**src/rtl/logic_unit_if.sv**
```systemverilog
// Handshake bundle for logic_unit_pipe: operand side, result side, counters.
// Flag signals exist only when LU_FLAGS_EN is defined.
interface logic_unit_if #(
  parameter int WIDTH   = 8,
  parameter int COUNT_W = 8
);
  logic               in_valid;
  logic               in_ready;
  logic [WIDTH-1:0]   in_a;
  logic [WIDTH-1:0]   in_b;
  logic [2:0]         in_op;
  logic               in_acc;
  logic               acc_clr;
  logic               out_valid;
  logic               out_ready;
  logic [WIDTH-1:0]   out_data;
  logic [COUNT_W-1:0] op_count;
`ifdef LU_FLAGS_EN
  logic               out_zero;
  logic               out_parity;
`endif

  modport master (
`ifdef LU_FLAGS_EN
    input  out_zero, out_parity,
`endif
    output in_valid, in_a, in_b, in_op,
    output in_acc, acc_clr, out_ready,
    input  in_ready, out_valid, out_data,
    input  op_count
  );

  modport slave (
`ifdef LU_FLAGS_EN
    output out_zero, out_parity,
`endif
    input  in_valid, in_a, in_b, in_op,
    input  in_acc, acc_clr, out_ready,
    output in_ready, out_valid, out_data,
    output op_count
  );
endinterface

```
**src/rtl/logic_unit_pipe.sv**
```systemverilog
// WIDTH-bit 8-op bitwise logic unit as a 1-deep valid/ready stage with accumulator.
// Optional zero/parity flags with LU_FLAGS_EN.
module logic_unit_pipe #(
  parameter int WIDTH   = 8,
  parameter int COUNT_W = 8
) (
  input logic         clk,
  input logic         rst,
  logic_unit_if.slave bus
);
  logic [WIDTH-1:0]   acc;
  logic [WIDTH-1:0]   b_eff;
  logic [WIDTH-1:0]   result;
  logic [WIDTH-1:0]   data_q;
  logic [COUNT_W-1:0] count_q;
  logic               valid_q;
  logic               accept;

  assign bus.in_ready  = !valid_q || bus.out_ready;
  assign accept        = bus.in_valid && bus.in_ready;
  assign b_eff         = bus.in_acc ? acc : bus.in_b;
  assign bus.out_valid = valid_q;
  assign bus.out_data  = data_q;
  assign bus.op_count  = count_q;

  always_comb begin
    result = '0;
    unique case (bus.in_op)
      3'b000: result = bus.in_a & b_eff;
      3'b001: result = bus.in_a | b_eff;
      3'b010: result = bus.in_a ^ b_eff;
      3'b011: result = ~(bus.in_a & b_eff);
      3'b100: result = ~(bus.in_a | b_eff);
      3'b101: result = ~(bus.in_a ^ b_eff);
      3'b110: result = ~bus.in_a;
      3'b111: result = bus.in_a;
    endcase
  end

  always_ff @(posedge clk) begin
    if (rst) begin
      valid_q <= 1'b0;
      data_q  <= '0;
      count_q <= '0;
    end else if (accept) begin
      valid_q <= 1'b1;
      data_q  <= result;
      count_q <= count_q + 1'b1;
    end else if (valid_q && bus.out_ready) begin
      valid_q <= 1'b0;
    end
  end

  // Clear wins over a same-cycle accumulate; the op itself used the old acc.
  always_ff @(posedge clk) begin
    if (rst) begin
      acc <= '0;
    end else if (bus.acc_clr) begin
      acc <= '0;
    end else if (accept && bus.in_acc) begin
      acc <= result;
    end
  end

`ifdef LU_FLAGS_EN
  logic zero_q;
  logic parity_q;

  assign bus.out_zero   = zero_q;
  assign bus.out_parity = parity_q;

  always_ff @(posedge clk) begin
    if (rst) begin
      zero_q   <= 1'b1;
      parity_q <= 1'b0;
    end else if (accept) begin
      zero_q   <= ~|result;
      parity_q <= ^result;
    end
  end
`endif
endmodule

```
**src/flat_wrapper.sv**
```systemverilog
// flat-port wrapper written by rule: the top's interface ports become plain ports
module logic_unit_pipe_flat 
#(
  parameter int WIDTH   = 8,
  parameter int COUNT_W = 8
)
  (clk, rst, bus_in_valid, bus_in_a, bus_in_b, bus_in_op, bus_in_acc, bus_acc_clr, bus_out_ready, bus_in_ready, bus_out_valid, bus_out_data, bus_op_count);
  logic_unit_if #(.WIDTH(WIDTH), .COUNT_W(COUNT_W)) bus_i ();
  input logic clk;
  input logic rst;
  input wire logic [$bits(bus_i.in_valid)-1:0] bus_in_valid;
  input wire logic [$bits(bus_i.in_a)-1:0] bus_in_a;
  input wire logic [$bits(bus_i.in_b)-1:0] bus_in_b;
  input wire logic [$bits(bus_i.in_op)-1:0] bus_in_op;
  input wire logic [$bits(bus_i.in_acc)-1:0] bus_in_acc;
  input wire logic [$bits(bus_i.acc_clr)-1:0] bus_acc_clr;
  input wire logic [$bits(bus_i.out_ready)-1:0] bus_out_ready;
  output wire logic [$bits(bus_i.in_ready)-1:0] bus_in_ready;
  output wire logic [$bits(bus_i.out_valid)-1:0] bus_out_valid;
  output wire logic [$bits(bus_i.out_data)-1:0] bus_out_data;
  output wire logic [$bits(bus_i.op_count)-1:0] bus_op_count;
  assign bus_i.in_valid = bus_in_valid;
  assign bus_i.in_a = bus_in_a;
  assign bus_i.in_b = bus_in_b;
  assign bus_i.in_op = bus_in_op;
  assign bus_i.in_acc = bus_in_acc;
  assign bus_i.acc_clr = bus_acc_clr;
  assign bus_i.out_ready = bus_out_ready;
  assign bus_in_ready = bus_i.in_ready;
  assign bus_out_valid = bus_i.out_valid;
  assign bus_out_data = bus_i.out_data;
  assign bus_op_count = bus_i.op_count;
  logic_unit_pipe #(.WIDTH(WIDTH), .COUNT_W(COUNT_W)) u_core (.clk(clk), .rst(rst), .bus(bus_i));
endmodule
```
**config.mk**
```make
export PLATFORM = sky130hd
export DESIGN_NAME = logic_unit_pipe_flat
export DESIGN_NICKNAME = d
export VERILOG_FILES = /design/src/rtl/logic_unit_if.sv /design/src/rtl/logic_unit_pipe.sv /design/src/flat_wrapper.sv
export SDC_FILE = /design/constraint.sdc
export NUM_CORES = 1
export LEC_CHECK = 0
export CORE_MARGIN = 2
export CORE_UTILIZATION = 47
export CTS_BUF_LIST = sky130_fd_sc_hd__clkbuf_8
export CTS_CLUSTER_DIAMETER = 150
export DETAILED_ROUTE_END_ITERATION = 16
export PLACE_DENSITY = 0.76
export SYNTH_ARGS = -nofsm -noshare
export SYNTH_HDL_FRONTEND = slang
export SYNTH_SLANG_ARGS = --single-unit
```
**constraint.sdc**
```tcl
create_clock -name clk -period 1.9 [get_ports clk]
set_input_delay 0.19 -clock clk [delete_from_list [all_inputs] [get_ports clk]]
set_output_delay 0.19 -clock clk [all_outputs]
set_load 0.02 [all_outputs]
```
After elaboration in Yosys (flattened, before gate mapping)
Index checks and enable logic that the tools add are counted.

Bits in latches: 0. RAM bits: 0. ROM bits: 0. Memories: 0. Register bits after elaboration: 25. Input port bits: 25. Output and inout port bits: 18.

Bitwise gates (word level): 7. $mul: 0. Divide/modulo/power cells: 0. Shifts and indexed selects: 0. Eq/ne operators: 7. Add/sub/neg operators: 1. Muxes and demuxes: 4. Reduce and logical (&&, ||, !) cells: 8. Magnitude comparators: 0.

Operators by type and width (count): $pmux W8 S8 (1); $not A8 Y8 (4); $eq A3 B3 Y1 const B (4); $add A8 B1 Y8 const B (1); $and A8 B8 Y8 (1); $mux W8 (1); $or A8 B8 Y8 (1); $xor A8 B8 Y8 (1); $eq A3 B2 Y1 const B (2); $eq A3 B1 Y1 const B (1); $logic_and A1 B1 Y1 (3); $logic_not A3 Y1 (1); $mux W1 (2); $reduce_bool A2 Y1 (1); $reduce_or A2 Y1 (1); $logic_not A1 Y1 (1); $logic_or A1 B1 Y1 (1).

Logic depth before layout (Yosys ltp)
Depth in word-level cells: 4. Mapped depth: 8. Depth with buffers taken out: 7.

Least setup slack after synthesis
Ideal clock, no wire load.

Path kind: input -> register. Start: input port bus_in_acc. End: register u_core.data_q[4] (netlist: u_core.bus.out_data[4]). Buffers on the path: 1. Arrival: 1850 ps. Required time: 1821 ps. Path slack: -29 ps. Stages on the path: 6. Path through: buf_2 mux2i_1 ha_1 mux2_4 mux4_2 a211oi_2.

Word-level cells in the longest chain between the ends: 4.

RTL lines: start, declared (RTL line flat_wrapper.sv:15) `input wire logic [$bits(bus_i.in_acc)-1:0] bus_in_acc;`; $mux W8 (*) (RTL line logic_unit_pipe.sv:21) `assign b_eff = bus.in_acc ? acc : bus.in_b;`; $xor A8 B8 Y8 (tied with other cells) (RTL line logic_unit_pipe.sv:31, logic_unit_pipe.sv:34); $not A8 Y8, on equally long branches (RTL line logic_unit_pipe.sv:34, logic_unit_pipe.sv:32, logic_unit_pipe.sv:33); $pmux W8 S8 (*) (RTL line logic_unit_pipe.sv:28) `unique case (bus.in_op)`; end signal, assigned (RTL line logic_unit_pipe.sv:47) `data_q <= result;`; end, declared (RTL line logic_unit_pipe.sv:14) `logic [WIDTH-1:0] data_q;`.

Every way passes the cells marked *; elsewhere a longest branch is shown, timed or not. A chain may end at the register's enable or synchronous reset.

Worst setup path in the final report
Start: input port bus_in_b[5]. End: register u_core.data_q[5] (netlist: u_core.bus.out_data[5]).

Word-level cells in the longest chain between the ends: 4.

RTL lines: start, declared (RTL line flat_wrapper.sv:13) `input wire logic [$bits(bus_i.in_b)-1:0] bus_in_b;`; $mux W8 (*) (RTL line logic_unit_pipe.sv:21); $xor A8 B8 Y8 (tied with other cells) (RTL line logic_unit_pipe.sv:31, logic_unit_pipe.sv:34); $not A8 Y8, on equally long branches (RTL line logic_unit_pipe.sv:34, logic_unit_pipe.sv:32, logic_unit_pipe.sv:33); $pmux W8 S8 (*) (RTL line logic_unit_pipe.sv:28).

Marks and branches as above.

==> results.tsv <==
metric	value	unit
vias_per_cell	5.29	
cts_made_buffers	3	
synth_top_family_by_area	simple AND/OR/NAND/NOR gates	
antenna_found_initial	0	
status	finished clean	
fin_tns_setup	0	ns
place_congestion	0.838	
nets	334	
cts_tree	done	
synth_area_leaders	dfxtp_1 26%, ha_1 11%, mux2i_1 7.7%, nor2_1 4.2%, inv_1 3.6%	
cts.clk_slew.worst_paths	0.09	ns
worstPathArrival	2.01	ns
layout-drive-gt1-share	19.9	%
power_density	502	nW/um2
yosys.area.top_type	dfxtp_1	
first_iter_violations	79	
p_leak	1.18	nW
period_minus_slack	1.82	ns
die_w	68.5	um
grt_max_degree	20	
track_usage	20.3	%
start_kind	input port	
cts_htree_levels	1	
grt-ovfl-total	0	
synth_fa_ha_area_share	10.9	%
synth_nets	270	
yosys_warnings	0	
fin_total_pwr	1.36	mW
postSynthCellCount	228	
ctsHoldBuffers	0	
grt_pass1_vias	1681	
synth_edf_count	0	
finalMaxSlewViolations	0	
rsz0062_at_grt	no	
first_pass_iters	4	
crit_fanout	2	
num_antenna_cells	0	
place_hpwl	3.58	mm
yosysSeqAreaShare	25.6	%
setup_violations	0	
cp_cell_sequence	clkdlybuf4s50_1, mux2i_4, ha_1, mux2_4, mux4_2, a211oi_2	
hold_slack	0.474	ns
worst-setup-path-type	in -> reg	
setup_ws	0.0801	ns
dieArea	4700	um2
area_growth	38.9	%
start_util	48.9	%
hold_class	reg -> reg	
synth-seq-cells	25	
critPathCaptureType	flop	
fill_cells	335	
clockBufferDepth	2	
port_buffers	42	
synth_top_cell_area_share	25.6	%
synth_compound_area_share	16.6	%
clock-root-buffer	clkbuf_8	
yosys.area_share.simple	19.2	%
drc	0	
syn_area	1960	um2
hold_viol_final	0	
fmax	549	MHz
insertion_delay	0.26	ns
grt_pass1_wl	7.27	mm
avgSynthCellArea	8.58	um2
synth_mux_area_share	16.9	%
drv_cap	0	
post-route-period-util	95.8	%
worst_slew_pin_slew	0.384	ns
synth-async-reset-ratio	0	%
rows	23	
peakVddDrop	0.536	mV
finalWirelength	4.52	mm
ant_nets	0	
core	4000	um2
ff_latch_area	500	um2
pin_count	43	
synth.distinct_cells	45	
place_ws	-0.549	ns
vias	1804	
relSlewSlack	74.2	%
slowest_delay	0.50	ns
cpMaxStageDelayCell	clkdlybuf4s50_1	
finClkSkew	0.00433	ns
required	2.09	ns
synth_xor_area_share	2.24	%
die_h	68.5	um
multi_input_area	1340	um2
cts_sinks	25	
synth_ff_type	dfxtp_1	
utilization	67.9	%
wl_per_cell	13.2	um
layout by cell type, fill, tap and decap left out, drive strengths merged, types with 4 or more instances in the layout:
| master | count |
|---|---|
| dfxtp | 25 |
| clkdlybuf4s50 | 41 |
| buf | 34 |
| nor2b | 11 |
| a21oi | 8 |
| nor2 | 22 |
| mux2i | 15 |
| mux2 | 9 |
| nand2 | 9 |
| a211oi | 10 |
| o21ai | 6 |
| nand2b | 8 |
| nor3 | 6 |
| inv | 19 |
| o32ai | 4 |
| ha | 17 |
| nand4 | 4 |
| nand3 | 5 |
repair_timing:
action                                 CTS  global route
endpoints found under the hold margin    0             0
pin swaps                                0             5
gates resized for setup                  3             9
buffers inserted                         0             1
setup endpoints to repair               15             8
synthesized netlist by cell type (all sizes together) (5+ instances only):
cell / instances
nand2: 9
mux2i: 15
nand2b: 8
ha: 17
buf: 14
nor2: 22
nand3: 5
a21oi: 8
o21ai: 6
inv: 19
dfxtp: 25
nor3: 6
mux2: 9
nor2b: 11
a211oi: 10
final cells by class:
| class | count | share of cell area, % |
|---|---|---|
| clock inverters | 1 | 0.184 |
| repair buffers | 76 | 25.8 |
| inverters | 19 | 2.62 |
| multi-input cells | 167 | 49.2 |
| clock buffers | 3 | 1.52 |
| well taps | 50 | 2.30 |
| flip-flops and latches | 25 | 18.4 |
sequential cells by signal, summed over array words and instances, names as in the netlist:
register	flops
u_core.bus.out_data	8
u_core.bus.op_count	8
u_core.bus.out_valid	1
u_core.acc	8
worst max-delay path, delay by kind of cell:
| kind | cells | cell delay [ns] |
|---|---|---|
| compound gates | 1 | 0.18 |
| mux | 3 | 0.84 |
| fa+ha+maj | 1 | 0.30 |
| buf+inv | 1 | 0.50 |
per-stage QoR:
stage | instance area [um2] | cells
floorplan | 1960 | 228
global placement | 2620 | 336
detailed placement | 2620 | 336
CTS | 2670 | 340
global route | 2720 | 341
finish | 2720 | 341
report_power, final:
part | switching, mW | internal [mW]
combinational | 0.226 | 0.264
sequential | 0.0172 | 0.551
clock | 0.161 | 0.146
total | 0.404 | 0.961
metal layers:
metal | part of all wire (%) | GRT usage (%)
met1 | 44 | 24.7
met2 | 53 | 38.5
met3 | 2.9 | 3.73
met4 | 0 | 1.00
met5 | 0 | 0
kinds of logic after synthesis:
kind of cell	after synthesis
AND/OR/NAND/NOR	74
AO/OA/AOI/OAI	44
buffers and inverters	36
multiplexers	27
flip-flops	25
adder cells (fa/ha/maj)	17
XOR/XNOR	5
final timing paths:
kind	start	to	slack, ns	cells after the start
hold reg to reg	u_core.bus.out_data[3]$_SDFFE_PP0N_	u_core.bus.out_data[3]$_SDFFE_PP0N_	0.47	2
setup / recovery	bus_in_b[5]	u_core.bus.out_data[5]$_SDFFE_PP0N_	0.08	6
setup reg to reg	u_core.acc[5]$_SDFFE_PP0P_	u_core.bus.out_data[5]$_SDFFE_PP0N_	0.09	5
hold / removal	u_core.bus.out_data[3]$_SDFFE_PP0N_	u_core.bus.out_data[3]$_SDFFE_PP0N_	0.47	2
Note: power is estimated with default switching activity, not from simulation.
